$ cat config.mk
export PLATFORM = sky130hd
export DESIGN_NAME = seg7_multi_disp
export DESIGN_NICKNAME = d
export VERILOG_FILES = /design/src/rtl/seg7_pkg.sv /design/src/rtl/seg7_glyph.sv /design/src/rtl/seg7_multi_disp.sv
export SDC_FILE = /design/constraint.sdc
export NUM_CORES = 1
export LEC_CHECK = 0
export ABC_AREA = 0
export BUFFER_PORTS_ARGS = -buffer_cell sky130_fd_sc_hd__buf_2
export CELL_PAD_IN_SITES_DETAIL_PLACEMENT = 1
export CELL_PAD_IN_SITES_GLOBAL_PLACEMENT = 1
export CORE_MARGIN = 5
export CORE_UTILIZATION = 49
export CTS_CLUSTER_DIAMETER = 150
export CTS_CLUSTER_SIZE = 20
export DETAILED_ROUTE_END_ITERATION = 10
export HOLD_SLACK_MARGIN = 0.12
export PLACE_DENSITY = 0.89
export SYNTH_ARGS = -nofsm -noshare
export SYNTH_HDL_FRONTEND = slang
export SYNTH_SLANG_ARGS = --single-unit
export TNS_END_PERCENT = 30
$ cat constraint.sdc
create_clock -name clk_i -period 4.8 [get_ports clk_i]
set_input_delay 0.48 -clock clk_i [delete_from_list [all_inputs] [get_ports clk_i]]
set_output_delay 0.48 -clock clk_i [all_outputs]
set_load 0.1 [all_outputs]
$ cat src/rtl/seg7_pkg.sv
// rtl/seg7_pkg.sv - shared glyph table and decode function for the seven-segment display driver
package seg7_pkg;

    localparam logic [6:0] SEG_BLANK = 7'h7F;

    // Active-low gfedcba. Entry n is the glyph for nibble n.
    localparam logic [15:0][6:0] GLYPH_TABLE = {
        7'h0E, 7'h06, 7'h21, 7'h46, 7'h03, 7'h08, 7'h10, 7'h00,
        7'h58, 7'h02, 7'h12, 7'h19, 7'h30, 7'h24, 7'h79, 7'h40
    };

    function automatic logic [6:0] seg7_glyph_f(input logic [3:0] nibble);
        return GLYPH_TABLE[nibble];
    endfunction

endpackage

$ cat src/rtl/seg7_glyph.sv
// rtl/seg7_glyph.sv - combinational nibble to active-low segment decoder
module seg7_glyph
    import seg7_pkg::*;
(
    input  logic [3:0] nibble_i,
    output logic [6:0] seg_o
);

    assign seg_o = seg7_glyph_f(nibble_i);

endmodule

$ cat src/rtl/seg7_multi_disp.sv
// rtl/seg7_multi_disp.sv - multi-digit hex display driver with static and scanned outputs,
// leading-zero suppression, decimal points and per-digit blinking
module seg7_multi_disp
    import seg7_pkg::*;
#(
    parameter int DIGITS    = 4,
    parameter int BLINK_DIV = 25000000,
    parameter int SCAN_DIV  = 50000
) (
    input  logic                  clk_i,
    input  logic                  rst_ni,
    input  logic [4*DIGITS-1:0]   data_i,
    input  logic [DIGITS-1:0]     dp_i,
    input  logic [DIGITS-1:0]     blink_en_i,
    input  logic                  load_i,
    input  logic                  lz_en_i,
    output logic [7*DIGITS-1:0]   hex_o,
    output logic [DIGITS-1:0]     hex_dp_o,
    output logic [7:0]            seg_o,
    output logic [DIGITS-1:0]     dig_o
);

    localparam int BW = (BLINK_DIV > 1) ? $clog2(BLINK_DIV) : 1;
    localparam int SW = (SCAN_DIV > 1) ? $clog2(SCAN_DIV) : 1;
    localparam int IW = (DIGITS > 1) ? $clog2(DIGITS) : 1;
    localparam logic [BW-1:0] BLINK_LAST = BW'(BLINK_DIV - 1);
    localparam logic [SW-1:0] SCAN_LAST  = SW'(SCAN_DIV - 1);
    localparam logic [IW-1:0] IDX_LAST   = IW'(DIGITS - 1);

    if (DIGITS < 1 || DIGITS > 8) begin : g_bad_digits
        $error("seg7_multi_disp: DIGITS must be in 1..8");
    end
    if (BLINK_DIV < 1) begin : g_bad_blink
        $error("seg7_multi_disp: BLINK_DIV must be >= 1");
    end
    if (SCAN_DIV < 1) begin : g_bad_scan
        $error("seg7_multi_disp: SCAN_DIV must be >= 1");
    end

    logic [4*DIGITS-1:0] data_q, data_d;
    logic [DIGITS-1:0]   dp_q, dp_d, blink_q, blink_d;
    logic [BW-1:0]       blink_cnt_q, blink_cnt_d;
    logic                phase_q, phase_d;
    logic [SW-1:0]       scan_cnt_q, scan_cnt_d;
    logic [IW-1:0]       idx_q, idx_d;
    logic [7*DIGITS-1:0] hex_q, hex_d;
    logic [DIGITS-1:0]   hex_dp_q, hex_dp_d;
    logic [7:0]          seg_q, seg_d;
    logic [DIGITS-1:0]   dig_q, dig_d;
    logic [7*DIGITS-1:0] glyph_w;
    logic [DIGITS-1:0]   sup;
    logic                lead;
    logic                off;

    for (genvar g = 0; g < DIGITS; g++) begin : g_glyph
        seg7_glyph u_glyph (
            .nibble_i (data_q[4*g +: 4]),
            .seg_o    (glyph_w[7*g +: 7])
        );
    end

    always_ff @(posedge clk_i or negedge rst_ni) begin
        if (!rst_ni) begin
            data_q      <= '0;
            dp_q        <= '0;
            blink_q     <= '0;
            blink_cnt_q <= '0;
            phase_q     <= 1'b0;
            scan_cnt_q  <= '0;
            idx_q       <= '0;
            hex_q       <= '1;
            hex_dp_q    <= '1;
            seg_q       <= 8'hFF;
            dig_q       <= '1;
        end else begin
            data_q      <= data_d;
            dp_q        <= dp_d;
            blink_q     <= blink_d;
            blink_cnt_q <= blink_cnt_d;
            phase_q     <= phase_d;
            scan_cnt_q  <= scan_cnt_d;
            idx_q       <= idx_d;
            hex_q       <= hex_d;
            hex_dp_q    <= hex_dp_d;
            seg_q       <= seg_d;
            dig_q       <= dig_d;
        end
    end

    always_comb begin
        data_d  = load_i ? data_i     : data_q;
        dp_d    = load_i ? dp_i       : dp_q;
        blink_d = load_i ? blink_en_i : blink_q;

        blink_cnt_d = blink_cnt_q + 1'b1;
        phase_d     = phase_q;
        if (blink_cnt_q == BLINK_LAST) begin
            blink_cnt_d = '0;
            phase_d     = ~phase_q;
        end

        scan_cnt_d = scan_cnt_q + 1'b1;
        idx_d      = idx_q;
        if (scan_cnt_q == SCAN_LAST) begin
            scan_cnt_d = '0;
            idx_d      = (idx_q == IDX_LAST) ? '0 : idx_q + 1'b1;
        end
    end

    // Leading zeros blank from the top digit down; digit 0 always shows.
    always_comb begin
        sup  = '0;
        lead = lz_en_i;
        for (int i = DIGITS - 1; i >= 1; i--) begin
            lead   = lead && (data_q[4*i +: 4] == 4'h0);
            sup[i] = lead;
        end
    end

    always_comb begin
        hex_d    = '1;
        hex_dp_d = '1;
        off      = 1'b0;
        for (int i = 0; i < DIGITS; i++) begin
            off               = phase_q & blink_q[i];
            hex_d[7*i +: 7]   = (off || sup[i]) ? SEG_BLANK : glyph_w[7*i +: 7];
            hex_dp_d[i]       = ~(dp_q[i] & ~off);
        end
    end

    // Scan bus samples the registered static outputs, adding one more stage.
    always_comb begin
        seg_d = 8'hFF;
        for (int i = 0; i < DIGITS; i++) begin
            if (idx_q == IW'(i)) begin
                seg_d = {hex_dp_q[i], hex_q[7*i +: 7]};
            end
        end
        dig_d = ~(DIGITS'(1) << idx_q);
    end

    assign hex_o    = hex_q;
    assign hex_dp_o = hex_dp_q;
    assign seg_o    = seg_q;
    assign dig_o    = dig_q;

endmodule

==> summary.txt, run 1 <==
Cells after synthesis: 519
CTS tree: built
Slowest cell on crit path: nor4_2
Largest net degree at the start of global routing: 77
I/O pin count: 72
Initial cell density of the core: 0.5037
Leak: 2.738 nW
CP bufs+invs: 0
Crit. End Element: flop
CTS Buf Count: 9
Die width: 115.8 µm
Fin. Hold Viols: 0
Pre-antenna DRT Iters: 5
Clk buf depth: 2
Register area: 0.002858 mm²
EDFF count, synth: 0
Via count of the routed design: 4205
Seq/Total Area, Yosys: 0.5211
Wire length per cell: 19.10 µm
Post_cts resized: 0
Main area contributors after synthesis: dfrtp_1 31%, dfstp_2 21%, ha_1 6.4%
Vias in the first global route: 4417
Setup CP Type: flop to flop
First-pass GRT wire length: 23050 µm
Async set-reset flop share out of synthesis: 1.000
RSZ-0062 raised after global routing: no
Dpl ws: 2.324 ns
Period utilization: 0.5070
Seq cells post-synth: 112
Detail-routed via count per cell: 5.800
Yosys top cell by area: dfrtp_1
Initial antenna violation count: 0
Hold Buf Count CTS: 0
FF-to-FF setup slack: 2.37 ns
Antenna diodes: 0
GRT overflow: 0
Skew-Pair Late Insertion Delay: 0.38 ns
Critical path's top delay family: simple AND/OR/NAND/NOR gates
Post-synth top area share: 0.3103
Post-Syn Nets: 575
Fin nets: 636
Crit path DAT: 2.71 ns
Depth of the CTS H-tree: 3
DRC viols: 0
Distinct cells, synth: 50
Top_reg_cell synth: dfrtp_1
Post-route setup slack: 2.366 ns
Clock root buffer: clkbuf_8
Setup bufs post-CTS: 0
Status: finished, final reports clean
IO buf count: 71
Layout fillers: 1200
Area occupied by multi-input gates: 0.002409 mm²
Die Ht: 115.8 µm
Fmax: 0.4109 GHz
Die Footprint: 0.01341 mm²
Startpoint types: flop
GRT Total Usage: 0.2203
Remaining antenna violation count: 0
Worst-Margin Slew: 1.147 ns
CP required: 5.07 ns
Clock Skews: 0.01069 ns
Yosys warns: 0
Drt initial violations: 141
Share of layout cells above drive strength 1: 0.2547
MaxCap Viol Count: 0
Critical Path Max Stage Delay: 0.98 ns
Clock slew at reported path FFs: 0.10 ns
Avg Cell Area, Syn: 10.57 µm²
Setup TNS: 0 ns
CP max FO: 13
Worst IR Drop VDD: 0.2206 mV
Max-slew violation count: 0
Detailed-placement wirelength estimate: 10390 µm
Total power divided by cell area: 372.1 mW/mm²
Core Region: 0.01089 mm²
Worst slew margin: 0.2287
GP Congestion: 0.8858
Layout area overhead: 11.29%
Mapped Area: 0.005484 mm²
Hold crit path type: primary input to async pin
Minimum clock period: 2.434 ns
Critical path cell sequence: or4b_1, nor4_2, a311oi_1, a41o_1
Setup Viol. Count Final: 0
Row count: 38
WL final: 13850 µm
Clock Sinks: 112
-- worst paths after layout --
kind | startpoint | endpoint | depth (start not counted)
min reg2reg | dp_q[2] | hex_dp_o[2] | 1
max | scan_cnt_q[5] | scan_cnt_q[14] | 4
max reg2reg | scan_cnt_q[5] | scan_cnt_q[14] | 4
max in group asynchronous | rst_ni | hex_o[21] | 2
min | rst_ni | blink_cnt_q[8] | 1
min in group clk_i | data_i[9] | data_q[9] | 3
-- cell type report --
| class | instances | share of cell area |
|---|---|---|
| clock inverter | 4 | 0.003280 |
| clock buffer | 12 | 0.02378 |
| inverter | 35 | 0.02153 |
| multi-input combinational | 350 | 0.3946 |
| timing repair buffer | 72 | 0.05986 |
| sequential | 112 | 0.4682 |
| tap | 140 | 0.02870 |
-- flip-flops by register name, indices dropped and copies added (netlist names) --
| signal | count |
|---|---|
| idx_q | 2 |
| hex_dp_o | 4 |
| blink_q | 4 |
| data_q | 16 |
| dp_q | 4 |
| hex_o | 28 |
| seg_o | 8 |
| blink_cnt_q | 25 |
| scan_cnt_q | 16 |
| dig_o | 4 |
| phase_q | 1 |
-- layout by cell type, fill, tap and decap left out, types with 22 or more instances in the layout --
| cell | n |
|---|---|
| buf_2 | 70 |
| dfrtp_1 | 68 |
| dfstp_2 | 44 |
| ha_1 | 28 |
| inv_1 | 34 |
| nand2_1 | 57 |
| nand3_1 | 23 |
| nor2_1 | 28 |
| o211ai_1 | 22 |
| o21ai_0 | 26 |
-- where the power goes --
group | internal (mW) | switching [mW] | total (mW) | leakage [nW]
clock network | 0.201 | 0.312 | 0.512 | 0.0899
registers | 1.05 | 0.0759 | 1.13 | 1.33
logic | 0.120 | 0.513 | 0.632 | 1.32
-- per-stage QoR --
stage	power (mW)	cell area, µm²	cells	util	hold WS, ns
after global placement	1.759	5938	709	0.5454	0.3782
after floorplan	1.641	5484	519	-	0.1844
final	2.271	6103	725	0.5606	0.2496
after CTS	2.287	6103	725	0.5606	0.2691
after global routing	2.365	6103	725	0.5606	0.2944
after detailed placement	1.777	5938	709	0.5454	0.3858
-- synthesized netlist by cell type (5+ instances only) --
cell / n
ha_1: 28
o21a_1: 5
nand2_1: 57
dfrtp_1: 68
o21ai_0: 26
a21oi_1: 16
a211oi_1: 5
nor3_1: 5
inv_1: 34
clkbuf_1: 19
nor4_1: 5
and4_1: 6
nand4_1: 7
xor2_1: 11
mux2i_1: 8
mux2_2: 14
xnor2_1: 16
nand2b_1: 9
nand3_1: 23
o211ai_1: 22
o311ai_0: 9
dfstp_2: 44
nor2_1: 28
-- logic make-up after synthesis --
kind of cell	count (synthesis)	share of synthesized area
and+or+nand+nor	170	0.1618
DFF	112	0.5211
AOI/OAI and AO/OA	102	0.1230
buffers and inverters	57	0.03970
adders and majority gates	28	0.06388
xor gates and xnor gates	27	0.04312
muxes	23	0.04746
-- layer usage --
layer  up-vias  wire, µm  GRT usage
met5         -         0          0
met4         0       341    0.08198
met3        26       531    0.03029
met2        98      7155     0.3886
met1      2127      5822     0.2757
li1       1954         -          -
No activity file was read; power rests on OpenSTA's default activity.
==> run 2: changes to the inputs <==
--- a/config.mk
+++ b/config.mk
@@ -10,12 +10,12 @@
 export CELL_PAD_IN_SITES_DETAIL_PLACEMENT = 1
 export CELL_PAD_IN_SITES_GLOBAL_PLACEMENT = 1
 export CORE_MARGIN = 5
-export CORE_UTILIZATION = 49
+export CORE_UTILIZATION = 45
 export CTS_CLUSTER_DIAMETER = 150
 export CTS_CLUSTER_SIZE = 20
 export DETAILED_ROUTE_END_ITERATION = 10
 export HOLD_SLACK_MARGIN = 0.12
-export PLACE_DENSITY = 0.89
+export PLACE_DENSITY = 0.83
 export SYNTH_ARGS = -nofsm -noshare
 export SYNTH_HDL_FRONTEND = slang
 export SYNTH_SLANG_ARGS = --single-unit
==> constraint.sdc (replaced) <==
create_clock -name clk_i -period 2.4 [get_ports clk_i]
set_input_delay 0.24 -clock clk_i [delete_from_list [all_inputs] [get_ports clk_i]]
set_output_delay 0.24 -clock clk_i [all_outputs]
set_load 0.1 [all_outputs]
==> run 2 against run 1 <==
Effect of this change: cell area is 6.8% higher; global-route usage is 0.97 points lower; non-clock buffer count is 27 higher; count of clock-buffer cells in the layout is 3 lower; maximum frequency is 17% higher; highest routed layer unchanged; cell count is 4.7% higher; routed wire length is 6.3% higher; sequential share of layout area is 3.0 points lower; largest power group unchanged; clock skew is 0.0032 ns lower; die area is 8.1% higher.
==> summary.txt, run 2 (synthesis gave the netlist of run 1 again) <==
Status: finished, final reports clean (unchanged)
Worst IR Drop VDD: 0.3692 mV (was 0.2206 mV)
Max-slew violation count: 0 (unchanged)
Minimum clock period: 2.086 ns (was 2.434 ns)
Period utilization: 0.8691 (was 0.5070)
Setup CP Type: flop to flop (unchanged)
Slowest cell on crit path: a32oi_1 (was nor4_2)
R2r endpoint: hex_o[11] (was scan_cnt_q[14])
RR Startpoint: data_q[12] (was scan_cnt_q[5])
Area occupied by multi-input gates: 0.002409 mm² (unchanged)
I/O pin count: 72 (unchanged)
Total power divided by cell area: 783.6 mW/mm² (was 372.1 mW/mm²)
Clock Sinks: 112 (unchanged)
Final Util: 0.5451 (was 0.5606)
Wire length per cell: 19.41 µm (was 19.10 µm)
FF-to-FF setup slack: 0.31 ns (was 2.37 ns)
CTS Buf Count: 9 (unchanged)
Clock root buffer: clkbuf_16 (was clkbuf_8)
Largest net degree at the start of global routing: 60 (was 77)
CP max FO: 7 (was 13)
Fmax: 0.4794 GHz (was 0.4109 GHz)
IO buf count: 71 (unchanged)
Hold Crit Depth: 2
RSZ-0062 raised after global routing: no (unchanged)
Die Footprint: 0.01450 mm² (was 0.01341 mm²)
Clock Skews: 0.007519 ns (was 0.01069 ns)
Pre-antenna DRT Iters: 4 (was 5)
Setup TNS: 0 ns (unchanged)
Layout area overhead: 18.89% (was 11.29%)
Critical path's top delay family: compound AO/OA/AOI/OAI gates (was simple AND/OR/NAND/NOR gates)
CP bufs+invs: 1 (was 0)
Setup bufs post-CTS: 0 (unchanged)
Detail-routed via count per cell: 5.615 (was 5.800)
Die width: 120.4 µm (was 115.8 µm)
Worst-Margin Slew: 0.6153 ns (was 1.147 ns)
GRT overflow: 0 (unchanged)
GRT Total Usage: 0.2106 (was 0.2203)
Via count of the routed design: 4262 (was 4205)
Fin. Hold Viols: 0 (unchanged)
CP required: 2.64 ns (was 5.07 ns)
Clock slew at reported path FFs: 0.08 ns (was 0.10 ns)
Depth of the CTS H-tree: 3 (unchanged)
Clk buf depth: 2 (unchanged)
Hold Path Sink: data_q[14]
Row count: 40 (was 38)
Core Region: 0.01196 mm² (was 0.01089 mm²)
Detailed-placement wirelength estimate: 10640 µm (was 10390 µm)
Critical path cell sequence: inv_1, ha_1, nor4bb_1, and3_1, a32oi_1, o311ai_0 (was or4b_1, nor4_2, a311oi_1, a41o_1)
Worst slew margin: 0.5898 (was 0.2287)
CP Launch Point: data_q[12] (was scan_cnt_q[5])
Worst hold margin: 0.1192 ns (was 0.2496 ns)
Initial antenna violation count: 0 (unchanged)
R2r worst-path depth: 6 (was 4)
Vias in the first global route: 4673 (was 4417)
GP Congestion: 0.8964 (was 0.8858)
Leak: 2.913 nW (was 2.738 nW)
Startpoint types: flop (unchanged)
Drt initial violations: 180 (was 141)
First-pass GRT wire length: 24160 µm (was 23050 µm)
Most common cell after layout, fill and taps aside: buf_2 (unchanged)
Share of layout cells above drive strength 1: 0.2565 (was 0.2547)
WL final: 14730 µm (was 13850 µm)
Max reg flops: 28 (unchanged)
Initial cell density of the core: 0.4585 (was 0.5037)
HP Start: data_i[14]
DRC viols: 0 (unchanged)
Fin nets: 663 (was 636)
Hold Buf Count CTS: 21 (was 0)
Critical Path Max Stage Delay: 0.49 ns (was 0.98 ns)
Antenna diodes: 0 (unchanged)
Commonest cells after routing, fill and taps aside: 70 x buf_2, 68 x dfrtp_1, 57 x nand2_1 (unchanged)
Layout fillers: 1314 (was 1200)
Hold crit path type: primary input to flop (was primary input to async pin)
Die Ht: 120.4 µm (was 115.8 µm)
Remaining antenna violation count: 0 (unchanged)
Crit path DAT: 2.32 ns (was 2.71 ns)
Skew-Pair Late Insertion Delay: 0.36 ns (was 0.38 ns)
Post_cts resized: 0 (unchanged)
Crit. End Element: flop (unchanged)
Setup Viol. Count Final: 0 (unchanged)
Register area: 0.002858 mm² (unchanged)
CTS tree: built (unchanged)
MaxCap Viol Count: 0 (unchanged)
## run 2: cell count changes in the layout (fill, tap and decap cells not counted)
cell	before	now
clkbuf_1	2	0
clkbuf_8	10	0
clkbuf_16	0	9
clkinvlp_4	0	2
bufinv_16	0	1
dlygate4sd3_1	0	21
buf_12	0	1
clkinv_4	0	3
buf_4	2	7
inv_6	0	1
clkinv_2	4	0
## run 2: how the worst max path moves through the flow
stage / cells after the start / to
after CTS: 6 / hex_o[13]
after global placement: 4 / blink_cnt_q[20]
after floorplan: 6 / blink_cnt_q[24]
after global routing: 6 / hex_o[11]
final: 6 / hex_o[11]
after detailed placement: 6 / hex_o[13]
## run 2: area by class of cell
class                   instances  share of cell area
clock inverters                 7             0.01228
flip-flops and latches        112              0.4383
clock buffers                   9             0.03454
inverters                      35             0.02015
repair buffers                 99             0.09710
well taps                     147             0.02821
multi-input cells             350              0.3694
## run 2: stage by stage
step | cells | setup WS, ns | cell area [µm²] | total power [mW]
CTS | 759 | 0.2916 | 6520 | 5.137
detailed placement | 722 | 0.3104 | 6005 | 3.571
finish | 759 | 0.3141 | 6520 | 5.109
floorplan | 519 | 0.4936 | 5484 | 3.282
global placement | 722 | 0.5731 | 6005 | 3.531
global route | 759 | 0.1631 | 6520 | 5.291
## run 2: metal layers
layer	global-route usage	share of wire	up-vias
li1	-	-	2003
met1	0.2559	0.41	2148
met2	0.3734	0.53	89
met3	0.03368	0.037	22
met4	0.08357	0.023	0
met5	0	0	-
## run 2: power breakdown
part | internal, mW | leakage, nW | switching, mW | total, mW
Clock | 0.819 | 0.142 | 0.726 | 1.55
Combinational | 0.267 | 1.44 | 1.05 | 1.32
Sequential | 2.10 | 1.33 | 0.146 | 2.25
Total | 3.19 | 2.91 | 1.92 | 5.11
## run 2: worst reg2reg max path, delay by kind of cell (launching register included)
family	cells	cell delay (ns)
simple gates	2	0.36
compound gates	2	0.79
fa+ha+maj	1	0.24
buf+inv	1	0.14
flops	1	0.43
==> run 3: changes to the inputs <==
--- a/config.mk
+++ b/config.mk
@@ -15,7 +15,7 @@
 export CTS_CLUSTER_SIZE = 20
 export DETAILED_ROUTE_END_ITERATION = 10
 export HOLD_SLACK_MARGIN = 0.12
-export PLACE_DENSITY = 0.83
+export PLACE_DENSITY_LB_ADDON = 0.25
 export SYNTH_ARGS = -nofsm -noshare
 export SYNTH_HDL_FRONTEND = slang
 export SYNTH_SLANG_ARGS = --single-unit
==> run 3 against run 2 <==
Effect of this change: cell count is 0.26% higher; count of clock-buffer cells in the layout is 1 higher; hold slack better by 0.030 ns; total power is 1.4% lower; sequential share of layout area is 0.059 points lower; clock power is 5% lower; setup slack better by 0.052 ns; sequential cell count stayed put; via count is 1.9% lower; first-iteration DRC count is 18% higher; non-clock buffer count is 2 higher.
==> summary.txt, run 3 (synthesis gave the netlist of run 1 again) <==
Post-route setup slack: 0.3656 ns (was 0.3141 ns)
Die Ht: 120.4 µm (unchanged)
Setup TNS: 0 ns (unchanged)
Fmax: 0.4916 GHz (was 0.4794 GHz)
CP required: 2.64 ns (about the same)
GR Util met2: 0.3605 (was 0.3734)
Worst slew margin: 0.5760 (was 0.5898)
MaxCap Viol Count: 0 (unchanged)
Die width: 120.4 µm (unchanged)
I/O pin count: 72 (unchanged)
Commonest cells after routing, fill and taps aside: 70 x buf_2, 68 x dfrtp_1, 57 x nand2_1 (unchanged)
Startpoint types: flop (unchanged)
Largest net degree at the start of global routing: 62 (was 60)
GP Congestion: 0.9200 (was 0.8964)
Clock root buffer: clkbuf_16 (unchanged)
Leak: 2.921 nW (was 2.913 nW)
Initial antenna violation count: 0 (unchanged)
Critical path cell sequence: inv_1, ha_1, nor4bb_1, and3_1, a32oi_1, o311ai_0 (unchanged)
Worst-Margin Slew: 0.6360 ns (was 0.6153 ns)
Max-slew violation count: 0 (unchanged)
Layout area overhead: 19.05% (was 18.89%)
CP max FO: 7 (unchanged)
Detailed-placement wirelength estimate: 10350 µm (was 10640 µm)
CP Launch Point: data_q[12] (unchanged)
Remaining antenna violation count: 0 (unchanged)
Depth of the CTS H-tree: 3 (unchanged)
Setup bufs post-CTS: 0 (unchanged)
CTS Buf Count: 9 (unchanged)
CTS tree: built (unchanged)
Initial cell density of the core: 0.4585 (unchanged)
Critical Path Max Stage Delay: 0.50 ns (was 0.49 ns)
GR Util met1: 0.2527 (was 0.2559)
Fin. Hold Viols: 0 (unchanged)
Setup Viol. Count Final: 0 (unchanged)
Clock Skews: 0.007178 ns (was 0.007519 ns)
Wire length per cell: 18.37 µm (was 19.41 µm)
Clock slew at reported path FFs: 0.08 ns (about the same)
Hold crit path type: primary input to flop (unchanged)
Layout fillers: 1294 (was 1314)
Core Region: 0.01196 mm² (unchanged)
Antenna diodes: 0 (unchanged)
Detail-routed via count per cell: 5.497 (was 5.615)
Status: finished, final reports clean (unchanged)
Setup CP Type: flop to flop (unchanged)
CP bufs+invs: 1 (unchanged)
Slowest cell on crit path: a32oi_1 (unchanged)
Total power divided by cell area: 771.7 mW/mm² (was 783.6 mW/mm²)
Period utilization: 0.8477 (was 0.8691)
Dpl ws: 0.4066 ns (was 0.3104 ns)
Critical path's top delay family: compound AO/OA/AOI/OAI gates (unchanged)
Via count of the routed design: 4183 (was 4262)
Vias in the first global route: 4515 (was 4673)
DRC viols: 0 (unchanged)
Fin nets: 665 (was 663)
HP Start: dp_i[2] (was data_i[14])
WL final: 13980 µm (was 14730 µm)
Share of layout cells above drive strength 1: 0.2541 (was 0.2565)
RR Startpoint: data_q[12] (unchanged)
Worst IR Drop VDD: 0.4649 mV (was 0.3692 mV)
GRT overflow: 0 (unchanged)
Pre-antenna DRT Iters: 4 (unchanged)
Clock Sinks: 112 (unchanged)
Row count: 40 (unchanged)
First-pass GRT wire length: 23320 µm (was 24160 µm)
Crit path DAT: 2.27 ns (was 2.32 ns)
IO buf count: 71 (unchanged)
M3 GR Usage: 0.03648 (was 0.03368)
RSZ-0062 raised after global routing: no (unchanged)
Minimum clock period: 2.034 ns (was 2.086 ns)
Die Footprint: 0.01450 mm² (unchanged)
Drt initial violations: 212 (was 180)
Most used routing layer: met2 (unchanged)
Max reg flops: 28 (unchanged)
Skew-Pair Late Insertion Delay: 0.36 ns (about the same)
GRT Total Usage: 0.2019 (was 0.2106)
Clk buf depth: 2 (unchanged)
Crit. End Element: flop (unchanged)
Most common cell after layout, fill and taps aside: buf_2 (unchanged)
Post_cts resized: 0 (unchanged)
==> run 3: cell count changes in the layout (fill, tap and decap cells not counted), sizes merged <==
cell / change
buf: -1
clkinv: +1
clkbuf: +1
dlygate4sd3: +3
inv: +1
bufinv: -1
clkinvlp: -2
==> run 3: path summary, 6_finish.rpt <==
kind                                  to  slack (ns)  cells past startpoint
hold reg to reg              hex_dp_o[0]        0.42                      1
min in group asynchronous  scan_cnt_q[7]        0.23                      2
max in group asynchronous        dp_q[2]        1.42                      3
setup / recovery                hex_o[7]        0.37                      6
hold / removal                   dp_q[2]        0.15                      2
setup reg to reg                hex_o[7]        0.37                      6
==> run 3: area by class of cell <==
cell class	count	area (µm²)	share of cell area
tap	147	183.9	0.02817
clock buffer	10	239.0	0.03660
multi-input combinational	350	2409	0.3689
clock inverter	6	52.55	0.008049
inverter	35	131.4	0.02012
sequential	112	2858	0.4377
timing repair buffer	101	655.6	0.1004
==> run 3: routing by layer <==
metal  vias up  wire length (µm)
met1      2098              6169
met3        15               367
met4         0               176
met5         -                 0
met2        53              7263
li1       2017                 -
==> run 3: worst reg2reg max path, delay by kind of cell, from the launching register on <==
family,cells,cell delay [ns]
AO/OA/AOI/OAI,2,0.77
adder cells (fa/ha/maj),1,0.24
buffers and inverters,1,0.13
flip-flops,1,0.42
AND/OR/NAND/NOR,2,0.35
==> run 3: where the power goes <==
part / internal (mW) / leakage [nW] / switching [mW]
clock: 0.749 / 0.144 / 0.733
sequential: 2.10 / 1.33 / 0.145
combinational: 0.270 / 1.45 / 1.04
total: 3.12 / 2.92 / 1.92
==> run 3: metrics by stage <==
step	hold slack, ns	area, µm²	total power, mW	instances	util
final	0.1495	6529	5.038	761	0.5458
after global routing	0.1387	6529	5.242	761	0.5458
after CTS	0.1284	6529	5.088	761	0.5458
after detailed placement	0.06294	5997	3.566	721	0.5014
after global placement	0.06375	5997	3.536	721	0.5014
after floorplan	-0.05559	5484	3.282	519	-
==> run 3: timing repair <==
item                       CTS  global route
hold buffers                24             0
hold endpoints to repair    91             0
setup endpoints to repair    0             0
